[config.mk]
export PLATFORM = sky130hd
export DESIGN_NAME = controller
export DESIGN_NICKNAME = d
export VERILOG_FILES = /design/src/rtl/ctrl_pkg.sv /design/src/rtl/controller_condcheck.sv /design/src/rtl/controller.sv
export SDC_FILE = /design/constraint.sdc
export NUM_CORES = 1
export LEC_CHECK = 0
export ABC_CLOCK_PERIOD_IN_PS = 2600
export CORE_MARGIN = 5
export CORE_UTILIZATION = 33
export DETAILED_ROUTE_END_ITERATION = 16
export PLACE_DENSITY = 0.78
export SKIP_LAST_GASP = 1
export SYNTH_ARGS = -nofsm -noshare
export SYNTH_HDL_FRONTEND = slang
export SYNTH_SLANG_ARGS = --single-unit
[constraint.sdc]
create_clock -name clk -period 2.6 [get_ports clk]
set_clock_uncertainty 0.2 [all_clocks]
set_input_delay 0.78 -clock clk [delete_from_list [all_inputs] [get_ports clk]]
set_output_delay 0.78 -clock clk [all_outputs]
set_load 0.02 [all_outputs]
[src/rtl/ctrl_pkg.sv]
// Shared encodings for the multicycle controller: FSM states, datapath selects and ALU/op codes.
// Compare support (cmd 1010/1000 with S=1) is compiled in by the CMP_EN macro in controller.sv.
package ctrl_pkg;

    typedef enum logic [3:0] {
        FETCH    = 4'd0,
        DECODE   = 4'd1,
        MEMADR   = 4'd2,
        MEMRD    = 4'd3,
        MEMWB    = 4'd4,
        MEMWR    = 4'd5,
        EXECUTER = 4'd6,
        EXECUTEI = 4'd7,
        ALUWB    = 4'd8,
        BRANCH   = 4'd9,
        UNKNOWN  = 4'd10
    } state_t;

    localparam logic [2:0] ALU_ADD = 3'b000;
    localparam logic [2:0] ALU_SUB = 3'b001;
    localparam logic [2:0] ALU_AND = 3'b010;
    localparam logic [2:0] ALU_ORR = 3'b011;
    localparam logic [2:0] ALU_EOR = 3'b100;

    localparam logic [1:0] SRCA_A = 2'b00;
    localparam logic [1:0] SRCA_PC = 2'b01;

    localparam logic [1:0] SRCB_WD = 2'b00;
    localparam logic [1:0] SRCB_IMM = 2'b01;
    localparam logic [1:0] SRCB_FOUR = 2'b10;

    localparam logic [1:0] RES_ALUOUT = 2'b00;
    localparam logic [1:0] RES_DATA = 2'b01;
    localparam logic [1:0] RES_ALURESULT = 2'b10;

    localparam logic [1:0] OP_DP = 2'b00;
    localparam logic [1:0] OP_MEM = 2'b01;
    localparam logic [1:0] OP_BR = 2'b10;
    localparam logic [1:0] OP_UNK = 2'b11;

    localparam logic [3:0] CMD_AND = 4'b0000;
    localparam logic [3:0] CMD_EOR = 4'b0001;
    localparam logic [3:0] CMD_SUB = 4'b0010;
    localparam logic [3:0] CMD_ADD = 4'b0100;
    localparam logic [3:0] CMD_TST = 4'b1000;
    localparam logic [3:0] CMD_CMP = 4'b1010;
    localparam logic [3:0] CMD_ORR = 4'b1100;

endpackage

[src/rtl/controller_condcheck.sv]
// ARM condition-code evaluation against {N,Z,C,V}; purely combinational, zero latency.
// No handshake: result is consumed by the controller's CondExReg.
module condcheck (
    input  logic [3:0] cond,
    input  logic [3:0] flags,
    output logic       cond_ex
);

    logic neg, zero, carry, ovf, ge;

    assign {neg, zero, carry, ovf} = flags;
    assign ge = (neg == ovf);

    always_comb begin
        cond_ex = 1'b0;
        case (cond)
            4'b0000: cond_ex = zero;
            4'b0001: cond_ex = ~zero;
            4'b0010: cond_ex = carry;
            4'b0011: cond_ex = ~carry;
            4'b0100: cond_ex = neg;
            4'b0101: cond_ex = ~neg;
            4'b0110: cond_ex = ovf;
            4'b0111: cond_ex = ~ovf;
            4'b1000: cond_ex = carry & ~zero;
            4'b1001: cond_ex = ~carry | zero;
            4'b1010: cond_ex = ge;
            4'b1011: cond_ex = ~ge;
            4'b1100: cond_ex = ~zero & ge;
            4'b1101: cond_ex = zero | ~ge;
            4'b1110: cond_ex = 1'b1;
            default: cond_ex = 1'b0;
        endcase
    end

endmodule

[src/rtl/controller.sv]
// Multicycle ARM controller: ALU 4 cycles, LDR 5, STR 4, B 3, undefined op 3; no backpressure.
// Optional CMP_EN macro adds CMP/TST (flag-only, no register writeback).
module controller
    import ctrl_pkg::*;
(
    input  logic        clk,
    input  logic        reset,
    input  logic [31:0] Instr,
    input  logic [3:0]  ALUFlags,
    output logic        PCWrite,
    output logic        MemWrite,
    output logic        RegWrite,
    output logic        IRWrite,
    output logic        AdrSrc,
    output logic [1:0]  RegSrc,
    output logic [1:0]  ALUSrcA,
    output logic [1:0]  ALUSrcB,
    output logic [1:0]  ResultSrc,
    output logic [1:0]  ImmSrc,
    output logic [2:0]  ALUControl
);

    state_t     state, state_nxt, cur;
    logic [3:0] flags;
    logic       cond_ex, cond_ex_reg;
    logic       reg_w, mem_w, branch, is_fetch;
    logic       dp_sup, dp_cv, dp_nowb;
    logic [2:0] dp_ctl;
    logic       in_exec;
    logic       unused_instr;

    logic [1:0] op;
    logic [3:0] cmd;
    logic       imm_bit, s_bit, rd_pc;

    assign op = Instr[27:26];
    assign imm_bit = Instr[25];
    assign cmd = Instr[24:21];
    assign s_bit = Instr[20];
    assign rd_pc = (Instr[15:12] == 4'd15);
    assign unused_instr = ^Instr[11:0];

    condcheck u_condcheck (
        .cond    (Instr[31:28]),
        .flags   (flags),
        .cond_ex (cond_ex)
    );

    // Data-processing decode; unsupported cmds still walk EXECUTE/ALUWB but write nothing.
    always_comb begin
        dp_sup = 1'b1;
        dp_ctl = ALU_ADD;
        dp_cv = 1'b0;
        dp_nowb = 1'b0;
        case (cmd)
            CMD_ADD: begin dp_ctl = ALU_ADD; dp_cv = 1'b1; end
            CMD_SUB: begin dp_ctl = ALU_SUB; dp_cv = 1'b1; end
            CMD_AND: dp_ctl = ALU_AND;
            CMD_ORR: dp_ctl = ALU_ORR;
            CMD_EOR: dp_ctl = ALU_EOR;
`ifdef CMP_EN
            CMD_CMP: begin
                dp_sup = s_bit;
                dp_ctl = s_bit ? ALU_SUB : ALU_ADD;
                dp_cv = 1'b1;
                dp_nowb = 1'b1;
            end
            CMD_TST: begin
                dp_sup = s_bit;
                dp_ctl = s_bit ? ALU_AND : ALU_ADD;
                dp_nowb = 1'b1;
            end
`endif
            default: dp_sup = 1'b0;
        endcase
    end

    always_comb begin
        state_nxt = FETCH;
        case (state)
            FETCH:  state_nxt = DECODE;
            DECODE: begin
                case (op)
                    OP_MEM:  state_nxt = MEMADR;
                    OP_DP:   state_nxt = imm_bit ? EXECUTEI : EXECUTER;
                    OP_BR:   state_nxt = BRANCH;
                    default: state_nxt = UNKNOWN;
                endcase
            end
            MEMADR:   state_nxt = s_bit ? MEMRD : MEMWR;
            MEMRD:    state_nxt = MEMWB;
            EXECUTER: state_nxt = ALUWB;
            EXECUTEI: state_nxt = ALUWB;
            default:  state_nxt = FETCH;
        endcase
    end

    assign in_exec = (state == EXECUTER) || (state == EXECUTEI);

    always_ff @(posedge clk) begin
        if (reset) begin
            state <= FETCH;
            flags <= 4'b0000;
            cond_ex_reg <= 1'b0;
        end else begin
            state <= state_nxt;
            if (state == DECODE)
                cond_ex_reg <= cond_ex;
            if (in_exec && s_bit && cond_ex_reg && dp_sup) begin
                flags[3:2] <= ALUFlags[3:2];
                if (dp_cv)
                    flags[1:0] <= ALUFlags[1:0];
            end
        end
    end

    // Reset forces the FETCH decode so no stale strobe leaks out of an abandoned instruction.
    assign cur = reset ? FETCH : state;

    always_comb begin
        is_fetch = 1'b0;
        IRWrite = 1'b0;
        AdrSrc = 1'b0;
        ALUSrcA = SRCA_A;
        ALUSrcB = SRCB_WD;
        ResultSrc = RES_ALUOUT;
        ALUControl = ALU_ADD;
        reg_w = 1'b0;
        mem_w = 1'b0;
        branch = 1'b0;
        case (cur)
            FETCH: begin
                is_fetch = 1'b1;
                IRWrite = 1'b1;
                ALUSrcA = SRCA_PC;
                ALUSrcB = SRCB_FOUR;
                ResultSrc = RES_ALURESULT;
            end
            DECODE: begin
                ALUSrcA = SRCA_PC;
                ALUSrcB = SRCB_FOUR;
                ResultSrc = RES_ALURESULT;
            end
            MEMADR:   ALUSrcB = SRCB_IMM;
            MEMRD:    AdrSrc = 1'b1;
            MEMWB: begin
                ResultSrc = RES_DATA;
                reg_w = 1'b1;
            end
            MEMWR: begin
                AdrSrc = 1'b1;
                mem_w = 1'b1;
            end
            EXECUTER: ALUControl = dp_ctl;
            EXECUTEI: begin
                ALUSrcB = SRCB_IMM;
                ALUControl = dp_ctl;
            end
            ALUWB:    reg_w = dp_sup & ~dp_nowb;
            BRANCH: begin
                ALUSrcB = SRCB_IMM;
                ResultSrc = RES_ALURESULT;
                branch = 1'b1;
            end
            default: ;
        endcase
    end

    assign RegWrite = reg_w & cond_ex_reg;
    assign MemWrite = mem_w & cond_ex_reg;
    assign PCWrite = is_fetch | (branch & cond_ex_reg) | (reg_w & cond_ex_reg & rd_pc);
    assign RegSrc = {op == OP_MEM, op == OP_BR};
    assign ImmSrc = op;

endmodule

* Yosys cells after proc, flatten, opt, wreduce, memory -nomap -nowiden
Cells that the tools add are included.
** Cells by class
- Eq/ne operators :: 36
- Multiplexer cells :: 18
- Bitwise logic cells :: 15
- Reductions and logical operators :: 18
** Operators with widths (count)
- $eq A4 B3 Y1 const B :: 11
- $eq A4 B4 Y1 const B :: 11
- $eq A4 B2 Y1 const B :: 7
- $pmux W4 S5 :: 1
- $eq A4 B1 Y1 const B :: 4
- $logic_not A4 Y1 :: 4
- $pmux W1 S15 :: 1
- $pmux W3 S4 :: 1
- $pmux W4 S3 :: 1
- $reduce_or A2 Y1 :: 5
- $mux W1 :: 8
- $pmux W2 S2 :: 2
- $and A1 B1 Y1 :: 6
- $mux W3 :: 2
- $reduce_or A3 Y1 :: 2
- $not A1 Y1 :: 5
- $reduce_or A5 Y1 :: 1
- $mux W4 :: 1
- $or A1 B1 Y1 :: 4
- $logic_and A1 B1 Y1 :: 3
- $eq A2 B1 Y1 const B :: 1
- $eq A2 B2 Y1 const B :: 1
- $logic_not A2 Y1 :: 1
- $pmux W1 S2 :: 1
- other kinds (3) :: 3
** Word-level totals
- Flip-flop bits (word level) :: 9

* Longest topological paths before layout
Gate-level depths: netlist of the first run.
- Word-level depth :: 7
- Depth in mapped cells :: 6
- Gate-level depth less buffers :: 5

* Cells and area by module
A second synthesis of the first run with hierarchy kept.
** Second synthesis, totals
- Cells, all modules :: 122
- Area, all modules :: 890.9 sq um
** By module, submodules not included
- controller :: times used 1, cells an instance 94, area an instance 696.9 sq um, seq. area each 180.2 sq um
- condcheck :: times used 1, cells an instance 28, area an instance 193.9 sq um, seq. area each 0.0 sq um

* Worst setup path after synthesis of the first run
Ideal clock, no wire load.
- Kind :: input-to-output
- Start :: input port Instr[23]
- End :: output port PCWrite
- Arrival time :: 2.181 ns
- Required time :: 1.620 ns
- Setup slack :: -0.561 ns
- Cell stages on the path :: 5
- Path buffers :: 0
- Path through :: mux2_1 > o22ai_2 > nand3b_2 > a2111oi_4 > a221o_1
** Between the ends
- Word-level cells in the longest chain between the ends :: 7
- Elaborated cells between the ends (all ways) :: 11
- Classes of those cells :: eq/ne (4); mux (2); bitwise (3); reduce/logical (2)
** RTL lines
- from (decl) :: line controller.sv:8 : input logic [31:0] Instr,
- $eq A4 B1 Y1, or another cell as far along :: line controller.sv:55 : case (cmd)
- $reduce_or A5 Y1 (no line) *
- $mux W1 * :: line controller.sv:55
- $pmux W1 S2 * :: line controller.sv:131 : case (cur)
- $and A1 B1 Y1 *
- net RegWrite :: line controller.sv:12 : output logic RegWrite,
- $and A1 B1 Y1 * :: line controller.sv:171 : assign PCWrite = is_fetch | (branch & cond_ex_reg) | (reg_w & cond_ex_reg & rd_pc);
- $or A1 B1 Y1 * :: line controller.sv:171
- to (decl) :: line controller.sv:10 : output logic PCWrite,
Mark *: on every way through the listed nets, which the timed path passes. The rest lies on a longest branch.

* Final worst setup path of the first run
- Start :: input port Instr[23]
- End :: output port PCWrite
** Between the ends
- Word-level cells in the longest chain between the ends :: 7
- Elaborated cells between the ends (all ways) :: 11
- Classes of those cells :: eq/ne (4); mux (2); bitwise (3); reduce/logical (2)
** RTL lines (line)
- $eq A4 B1 Y1, or another cell as far along :: controller.sv:55
- $reduce_or A5 Y1 (no line) *
- $mux W1 * :: controller.sv:55
- $pmux W1 S2 * :: controller.sv:131
- $and A1 B1 Y1 * (2 in series) :: controller.sv:171
- $or A1 B1 Y1 * :: controller.sv:171
Mark *: on every way between the ends. The rest lies on a longest branch, timed or not.

==> results of run 1 <==
cell type report:
type | instances | area [um2] | area share, %
inverter | 6 | 25.0 | 1.57
multi-input combinational | 95 | 716 | 44.8
timing repair buffer | 71 | 608 | 38.1
tap | 30 | 37.5 | 2.35
clock inverter | 1 | 5.00 | 0.313
clock buffer | 3 | 22.5 | 1.41
sequential | 9 | 183 | 11.4
tightest hold or removal path, cell delays in order (launching register included):
cell and delay, ns:
dfxtp_1 0.34, mux2i_1 0.13, nor2_1 0.05
routing by layer:
layer  routed length, um  GRT usage [%]  share of wire, %
met4                  50           5.15               1.6
met1                1190           17.4                38
met3                 175           4.96               5.7
met2                1680           34.2                54
met5                   0              0                 0
how the worst max path moves through the flow:
stage                   end  slack (ns)
finish              PCWrite       -0.47
global route        PCWrite       -0.51
CTS                 PCWrite       -0.53
detailed placement  PCWrite       -1.39
global placement    PCWrite       -1.34
floorplan           PCWrite       -0.47
synthesized netlist by cell type:
cell type  number
clkbuf_1        6
o41ai_1         1
o21ai_0         5
and2_1          1
or4_4           1
a2111oi_4       1
nand4_1         2
nor4bb_1        1
dfxtp_1         9
o311ai_0        1
buf_4           3
or2_1           2
conb_1          1
nand2b_1        1
o22ai_2         1
a211oi_1        1
and3_1          1
a21oi_1         4
a2111oi_0       2
a41oi_1         2
nand2_1        10
inv_1           6
a221oi_1        1
a22oi_1         1
or2_2           2
mux2i_1         5
xnor2_1         4
xor2_1          2
nor3b_1         3
nand3b_2        1
a311oi_1        1
or4_1           1
nor2_1         12
a31oi_1         1
a221o_1         1
nor2b_1         5
nor4_1          4
and4_1          2
nor3_1          5
buf_2           2
mux2_1          1
nand3_1         5
through the flow:
step	hold slack [ns]	util (%)
finish	0.355	63.3
global route	0.411	63.3
CTS	0.354	61.8
detailed placement	0.341	58.7
global placement	0.345	58.7
floorplan	0.308	-
power groups by stage:
stage	clock, mW	sequential [mW]	combinational, mW
after detailed placement	0	0.157	0.231
after global routing	0.125	0.155	0.258
final	0.108	0.154	0.240
after CTS	0.112	0.154	0.235
after global placement	0	0.156	0.224
after floorplan	0	0.157	0.111
cells in the final DEF (no fill, tap or decap), types with 2 or more instances in the layout:
| cell type | count |
|---|---|
| a2111oi_4 | 2 |
| a21oi_1 | 4 |
| a41oi_1 | 2 |
| and4_1 | 2 |
| buf_2 | 7 |
| buf_4 | 33 |
| buf_6 | 7 |
| clkbuf_4 | 3 |
| clkdlybuf4s50_1 | 14 |
| dfxtp_1 | 7 |
| dfxtp_2 | 2 |
| dlygate4sd2_1 | 5 |
| inv_1 | 5 |
| mux2i_1 | 5 |
| nand2_1 | 10 |
| nand3_1 | 5 |
| nand4_1 | 2 |
| nor2_1 | 11 |
| nor2b_1 | 3 |
| nor2b_2 | 2 |
| nor3_1 | 4 |
| nor3b_1 | 2 |
| nor4_1 | 2 |
| o21ai_0 | 5 |
| or2_2 | 2 |
| xnor2_1 | 4 |
| xor2_1 | 2 |
logic make-up (layout without fill, tap and decap cells):
logic type	count (synthesis)	count (layout)	share of synthesized area, %
multiplexers	6	6	6.91
AO/OA/AOI/OAI	23	23	21.0
AND/OR/NAND/NOR	59	59	36.7
buffers and inverters	17	81	8.74
flip-flops	9	9	20.3
XOR/XNOR	6	6	5.92
other	1	1	0.423
timing repair:
action / in CTS / in global routing
cloned: 0 / 0
pin swaps: 7 / 5
gates resized for setup: 97 / 15
buffers inserted: 5 / 4
setup endpoints to repair: 17 / 13
==> summary.txt, run 1 <==
Clock tree
  – Clk pin slew, worst setup/hold paths: 0.06 ns
  – Max Root-Sink Buffers: 2
  – Root Driver: clkbuf_4
  – TritonCTS clock tree: built
  – CTS Hold Buffers Added: 0
  – TritonCTS Buffers: 3
  – Clock latency on the worst-skew pair: 0.27 ns
  – Clock sink total: 9
  – CTS H-tree depth: 1

Global routing
  – Total gr overflow: 0
  – Vias in the first global route: around 1200
  – Pin count of the biggest net entering global routing: 16
  – Initial antenna violation count: 0
  – First-pass GRT wire length: 5.02 mm
  – Total GRT Usage: 17.4%

Timing
  – Setup Viol. Count Final: 4
  – Final Cycle Share: 118%
  – Final Hold Viols: 0
  – F_max: 0.326 GHz
  – Fin crit period: 3.07 ns
  – Slack of the critical path: -0.467 ns
  – Max-slew violations: 0
  – Final TNS setup: -1.09 ns
  – RSZ-0062 raised after global routing: yes

Yosys
  – Net Count, Synth: 159
  – Top post-synthesis cells by area: dfxtp_1, mux2i_1, nor2_1
  – Top-area cell type share of the netlist area: 20.3%
  – Unique masters post-synth: 42
  – Sequential fraction of the synthesis area: around a fifth
  – Biggest area consumer among synthesized cells: dfxtp_1
  – Synth Instances: ~120
  – Ys Warns: 0
  – Synth Register Bits: 9
  – Mapped cell area: 887 um2
  – Post-synthesis average cell area: ~7.3 um2

Finish
  – Share of cells above drive strength 1: between 30 and 40%
  – Fillers: 225
  – Final Instance Count excl. Fillers: 215
  – Post-layout instance area: 0.00160 mm2
  – Synthesis-to-layout area growth: 80.0%
  – Ant. Diodes: 0
  – Layout Nets: 224

Drt
  – Detailed router's first-iteration violation count: 31
  – Antenna-violating nets left: 0
  – WL/cell: 14.4 um
  – Number of detailed-route iterations in the first pass: 4
  – Via count: 1138
  – # DRC: 0
  – Vias per cell: 5.29
  – Detailed Route WL: 3.09 mm

Worst setup path
  – CP arrival: about 2.1 ns
  – CP Cell Sequence: buf_8 -> or2_4 -> o22ai_4 -> nand3b_4 -> a2111oi_4 -> a221o_1 -> buf_6
  – Reg2reg path depth: 6
  – Slowest-stage cell, CP: a2111oi_4
  – R2r setup slk: 0.59 ns
  – Critical path launch point type: input pin
  – Worst Setup End Kind: primary output
  – WS Path Type: in -> out
  – Critical path depth: 7
  – R2r startpoint: state[3]
  – Critical path origin: Instr[23]
  – Worst path bufs/invs: 2
  – Crit Path Max Fanout: 3
  – Required @ worst endpoint: about 1.6 ns
  – Cell family with most CP delay: compound AO/OA/AOI/OAI gates
  – FF-to-FF End: flags[1]
  – Slowest cell delay on critical path: 0.32 ns

Min path
  – HP Start: flags[2]
  – Hold WC Path Type: reg -> reg
  – Hold depth: 2
  – Hold endpoint: flags[2]

Power and ir drop
  – P_leak: 0.686 nW
  – Flop pwr share: 30.6%
  – Sw Ratio: 35.4%
  – P per Cell Area: 315 mW/mm2
  – Comb pwr share: between 40% and 50%
  – NetSw: 0.178 mW
  – Pint: about 0.32 mW
  – Peak VDD IR: about 0.00027 V
  – Pwr Total: 0.503 mW
  – Clock power share: between 20 and 25%

Placed design
  – GPL Wtd Cong: approximately 0.86
  – Port Buffers: 38
  – Placed Cells incl. Taps: 204
  – Hpwl dp: 2.38 mm
  – DP Area: roughly 0.0015 mm2
  – Placement Setup Slack: -1.39 ns

Run
  – Max-cap check violation count: 0

Floorplan
  – Row Count: 18
  – Initial Util: 35.2%
  – Die area: 0.00382 mm2
  – Io pins: 56
  – Chip height: around 62 um
  – Placeable Area: 0.00252 mm2
  – Horiz. Die Dim: 61.8 um

Outcome
  – Violated checks: negative setup slack
  – Status: finished, violations left
Power figures use the tool's default switching activity.
==> run 2: changes to the inputs <==
Settings changed: REMOVE_ABC_BUFFERS set to 1.
==> summary.txt, run 2 (synthesis results as in run 1) <==
Worst setup path
  – Reg2reg path depth: 6 (unchanged)
  – Required @ worst endpoint: 1.62 ns (about the same)
  – WS Path Type: in -> out
  – Worst Setup End Kind: primary output
  – Crit Path Max Fanout: 3 (unchanged)
  – CP arrival: 2.09 ns (about the same)
  – Critical path launch point type: input pin

Drt
  – Vias per cell: 5.43 (+2.6%)
  – Via count: 1178 (+3.5%)
  – Detailed router's first-iteration violation count: 52 (+68%)
  – Antenna-violating nets left: 0 (unchanged)
  – Number of detailed-route iterations in the first pass: 4 (unchanged)
  – Detailed Route WL: 3.20 mm (+3.3%)
  – # DRC: 0 (unchanged)
  – WL/cell: 14.7 um (+2.3%)

Placed design
  – DP Area: 0.00147 mm2 (-0.93%)
  – Hpwl dp: 2.39 mm (+0.60%)
  – Port Buffers: 38 (unchanged)
  – GPL Wtd Cong: 0.823 (-4.5%)

Finish
  – Most common cell after layout, fill and taps aside: buf_4
  – Most frequent cells in the layout: buf_4, clkdlybuf4s50_1, nor2_1
  – Synthesis-to-layout area growth: 79.5%
  – Ant. Diodes: 0 (unchanged)
  – Post-layout instance area: 0.00159 mm2 (-0.23%)
  – Layout Nets: 226 (+0.89%)
  – Share of cells above drive strength 1: 40.6% (+1.2 points)

Global routing
  – Initial antenna violation count: 0 (unchanged)
  – Total gr overflow: 0 (unchanged)
  – Pin count of the biggest net entering global routing: 16 (unchanged)
  – Vias in the first global route: 1167 (-2.0%)
  – First-pass GRT wire length: 5.06 mm (+0.82%)
  – Total GRT Usage: 17.4% (-0.020 points)

Timing
  – Final Cycle Share: 118% (+0.14 points)
  – F_max: 0.326 GHz (-0.12%)
  – Setup Viol. Count Final: 4 (unchanged)
  – Max-slew violations: 0 (unchanged)
  – Final TNS setup: -1.45 ns (-0.358 ns)
  – Slack of the critical path: -0.471 ns (-0.00355 ns)
  – Final Hold Viols: 0 (unchanged)
  – Fin crit period: 3.07 ns (+0.00355 ns)
  – RSZ-0062 raised after global routing: yes

Floorplan
  – Row Count: 18 (unchanged)
  – Chip height: 61.8 um (unchanged)
  – Die area: 0.00382 mm2 (unchanged)
  – Io pins: 56 (unchanged)
  – Initial Util: 35.2% (unchanged)
  – Placeable Area: 0.00252 mm2 (unchanged)
  – Horiz. Die Dim: 61.8 um (unchanged)

Run
  – Max-cap check violation count: 0 (unchanged)

Min path
  – Hold depth: 2 (unchanged)
  – Hold WC Path Type: reg -> reg

Clock tree
  – TritonCTS Buffers: 3 (unchanged)
  – Clock sink total: 9 (unchanged)
  – CTS H-tree depth: 1 (unchanged)
  – Clk pin slew, worst setup/hold paths: 0.07 ns (about the same)
  – TritonCTS clock tree: built
  – Max Root-Sink Buffers: 2 (unchanged)
  – Clock latency on the worst-skew pair: 0.27 ns (about the same)
  – Root Driver: clkbuf_4

Power and ir drop
  – P per Cell Area: 320 mW/mm2 (+1.5%)
  – Peak VDD IR: 0.000251 V (-7.1%)
  – P_leak: 0.685 nW (about the same)

Outcome
  – Violated checks: negative setup slack
  – Status: finished, violations left
run 2: worst max-delay path: stages:
cell	delay, ns
buf_8	0.10
or2_4	0.26
o22ai_4	0.19
nand3b_4	0.10
a2111oi_4	0.32
a221o_1	0.22
buf_6	0.12
run 2: path summary, 6_finish.rpt:
path | startpoint | to | slack [ns]
worst min-delay path | flags[1] | flags[1] | 0.37
worst max-delay path | Instr[23] | PCWrite | -0.47
worst max register to register | state[3] | flags[0] | 0.63
worst min register to register | flags[1] | flags[1] | 0.37
run 2: stage by stage:
| stage | std cells | power, mW | setup WS, ns | hold slack (ns) | util (%) |
|---|---|---|---|---|---|
| 2_1_floorplan | 110 | 0.247 | -0.562 | 0.308 | - |
| 3_3_place_gp | 207 | 0.372 | -1.44 | 0.345 | 58.2 |
| 3_5_place_dp | 207 | 0.380 | -1.47 | 0.355 | 58.2 |
| 4_1_cts | 215 | 0.499 | -0.474 | 0.367 | 61.5 |
| 5_1_grt | 217 | 0.543 | -0.525 | 0.393 | 63.1 |
| 6_report | 217 | 0.509 | -0.471 | 0.366 | 63.1 |
run 2: cell type report:
class | instances | area [um2]
Timing Repair Buffer | 73 | 611
Clock buffer | 4 | 26.3
Fill cell | 206 | 930
Tap cell | 30 | 37.5
Sequential cell | 9 | 184
Multi-Input combinational cell | 95 | 709
Inverter | 6 | 25.0
run 2: where the power goes:
group	internal, mW	switching [mW]	total [mW]
Sequential	0.146	0.0103	0.156
Clock	0.0594	0.0566	0.116
Combinational	0.122	0.115	0.237
run 2: what timing repair did:
action                     4_1_cts  5_1_grt
hold buffers                     0        0
pin swaps                        6        3
buffers inserted                 5        3
resized for setup              106       18
setup endpoints to repair       17       12
run 2: routing by layer:
metal	part of all wire (%)	track usage, %	vias to the layer above
li1	-	-	573
met5	0	0	-
met1	37	19.5	548
met2	54	33.6	53
met4	1.4	4.55	0
met3	7.1	2.69	4
==> run 3: changes to the inputs <==
Settings changed: ABC_CLOCK_PERIOD_IN_PS 2600 to 3800, CORE_UTILIZATION 33 to 39, PLACE_DENSITY 0.78 to 0.87.
Clock period 2.6 ns to 3.8 ns, I/O delays scaled along.
==> summary.txt, run 3 (synthesis results as in run 1) <==
Outcome
  – Status: completed

Timing
  – Fin crit period: 3.79 ns
  – Max-slew violations: 0 (unchanged)
  – Worst slew pin tran: 0.542 ns
  – F_max: 0.264 GHz
  – RSZ-0062 raised after global routing: yes
  – Relative slew slack: 63.8%
  – Setup Viol. Count Final: 0 (-4)
  – Final Cycle Share: approximately 100%
  – Slack of the critical path: 0.00951 ns (+0.480 ns)
  – Final Hold Viols: 0 (unchanged)

Worst setup path
  – Crit Path Max Fanout: 4 (+1)
  – CP Cell Sequence: buf_8 -> or2_4 -> o22ai_4 -> nand3b_4 -> a2111oi_4 -> a221o_1 -> buf_6
  – Slowest-stage cell, CP: a2111oi_4
  – Slowest cell delay on critical path: 0.33 ns (about the same)
  – Worst path bufs/invs: 2 (unchanged)
  – WS Path Type: in -> out
  – Worst Setup End Kind: primary output
  – Required @ worst endpoint: 2.46 ns (+0.84 ns)
  – Critical path launch point type: input pin
  – CP arrival: 2.45 ns (+0.36 ns)
  – Cell family with most CP delay: compound AO/OA/AOI/OAI gates

Placed design
  – Hpwl dp: 2.05 mm (-14%)
  – GPL Wtd Cong: 0.829 (+0.80%)
  – Placement Setup Slack: -0.989 ns (+0.486 ns)
  – Port Buffers: 38 (unchanged)
  – Placed Cells incl. Taps: 187 (-9.7%)

Clock tree
  – Root Driver: clkbuf_4
  – CTS Hold Buffers Added: 0 (unchanged)
  – CTS H-tree depth: 1 (unchanged)
  – Clock latency on the worst-skew pair: 0.27 ns (about the same)
  – Max Root-Sink Buffers: 2 (unchanged)
  – TritonCTS clock tree: built
  – Clk pin slew, worst setup/hold paths: 0.06 ns (about the same)
  – TritonCTS Buffers: 3 (unchanged)
  – Clock sink total: 9 (unchanged)

Drt
  – Detailed router's first-iteration violation count: 33 (-37%)
  – Number of detailed-route iterations in the first pass: 4 (unchanged)
  – Detailed Route WL: 2.70 mm (-15%)
  – Antenna-violating nets left: 0 (unchanged)
  – Via count: 1070 (-9.2%)
  – # DRC: 0 (unchanged)
  – WL/cell: 14.0 um (-4.9%)
  – Vias per cell: 5.54 (+2.1%)

Floorplan
  – Placeable Area: 0.00219 mm2 (-13%)
  – Initial Util: 40.5% (+5.3 points)
  – Chip height: 57.7 um (-6.7%)
  – Horiz. Die Dim: 57.7 um (-6.7%)
  – Row Count: 17 (-1)
  – Die area: 0.00333 mm2 (-13%)
  – Io pins: 56 (unchanged)

Global routing
  – Vias in the first global route: 954 (-18%)
  – Total gr overflow: 0 (unchanged)
  – Total GRT Usage: 16.1% (-1.3 points)
  – First-pass GRT wire length: 4.24 mm (-16%)
  – Initial antenna violation count: 0 (unchanged)
  – Pin count of the biggest net entering global routing: 16 (unchanged)

Power and ir drop
  – P_leak: 0.567 nW (-17%)
  – Peak VDD IR: 0.000178 V (-29%)
  – NetSw: 0.111 mW (-39%)
  – P per Cell Area: 227 mW/mm2 (-29%)
  – Sw Ratio: 35.1% (-0.63 points)
  – Pint: 0.205 mW (-37%)
  – Flop pwr share: 36.5% (+5.9 points)
  – Comb pwr share: 39.7% (-6.9 points)
  – Clock power share: 23.8% (+1.0 points)

Finish
  – Multi-input logic area: 663 um2 (-6.5%)
  – Util after Layout: 63.7% (+0.59 points)
  – Layout Nets: 204 (-9.7%)
  – Synthesis-to-layout area growth: 57.4%
  – Register area: 180 um2 (-2.0%)
  – Share of cells above drive strength 1: 21.2% (-19 points)
  – Final Instance Count excl. Fillers: 193 (-11%)
  – Fillers: 205 (-0.49%)
  – Ant. Diodes: 0 (unchanged)
  – Most frequent cells in the layout: clkdlybuf4s50_1, buf_4, nor2_1
  – Most common cell after layout, fill and taps aside: clkdlybuf4s50_1

Min path
  – Hold WC Path Type: reg -> reg

Run
  – Max-cap check violation count: 0 (unchanged)
run 3: worst reg2reg max path, delay by kind of cell, from the launching register on:
family | cells | cell delay [ns]
muxes | 1 | 0.20
and+or+nand+nor | 4 | 1.07
DFF | 1 | 0.58
run 3: worst paths after layout:
path | start | end | slack, ns | cells after the start
setup / recovery | Instr[24] | PCWrite | 0.01 | 7
hold / removal | flags[2] | flags[2] | 0.37 | 2
setup reg to reg | state[2] | flags[1] | 1.65 | 5
hold reg to reg | flags[2] | flags[2] | 0.37 | 2
run 3: metal layers:
metal / vias up / part of all wire [%] / routed length [um] / track usage (%)
li1: 526 / - / - / -
met1: 495 / 40 / 1070 / 17.1
met2: 41 / 50 / 1350 / 27.4
met3: 8 / 7.3 / 196 / 6.24
met4: 0 / 3.4 / 91 / 8.28
met5: - / 0 / 0 / 0
run 3: cell type report:
class | instances | share of cell area, %
multi-input cells | 95 | 47.5
repair buffers | 51 | 33.6
flip-flops and latches | 9 | 12.9
well taps | 28 | 2.51
clock buffers | 4 | 1.88
inverters | 6 | 1.61
run 3: power by group through the flow:
| stage | clock [mW] | combinational (mW) | sequential (mW) |
|---|---|---|---|
| 3_5_place_dp | 0 | 0.123 | 0.117 |
| 6_report | 0.0754 | 0.126 | 0.116 |
| 5_1_grt | 0.0848 | 0.135 | 0.117 |
| 3_3_place_gp | 0 | 0.119 | 0.116 |
| 4_1_cts | 0.0768 | 0.122 | 0.115 |
| 2_1_floorplan | 0 | 0.0561 | 0.113 |
run 3: per-stage QoR:
step	instance area, um2	hold WS, ns	total power, mW	TNS [ns]
after floorplan	832	0.308	0.169	-0.128
after global placement	1330	0.347	0.236	-4.39
after detailed placement	1330	0.361	0.240	-4.70
after CTS	1360	0.369	0.314	-0.0512
after global routing	1400	0.386	0.337	-0.0692
final	1400	0.366	0.317	0
run 3: repair_timing:
item                                    CTS  global route
buffers inserted                          0             2
endpoints found under the hold margin     0             0
gates resized for setup                  50             9
pin swaps                                 5             2
endpoints found under the setup margin   14             7
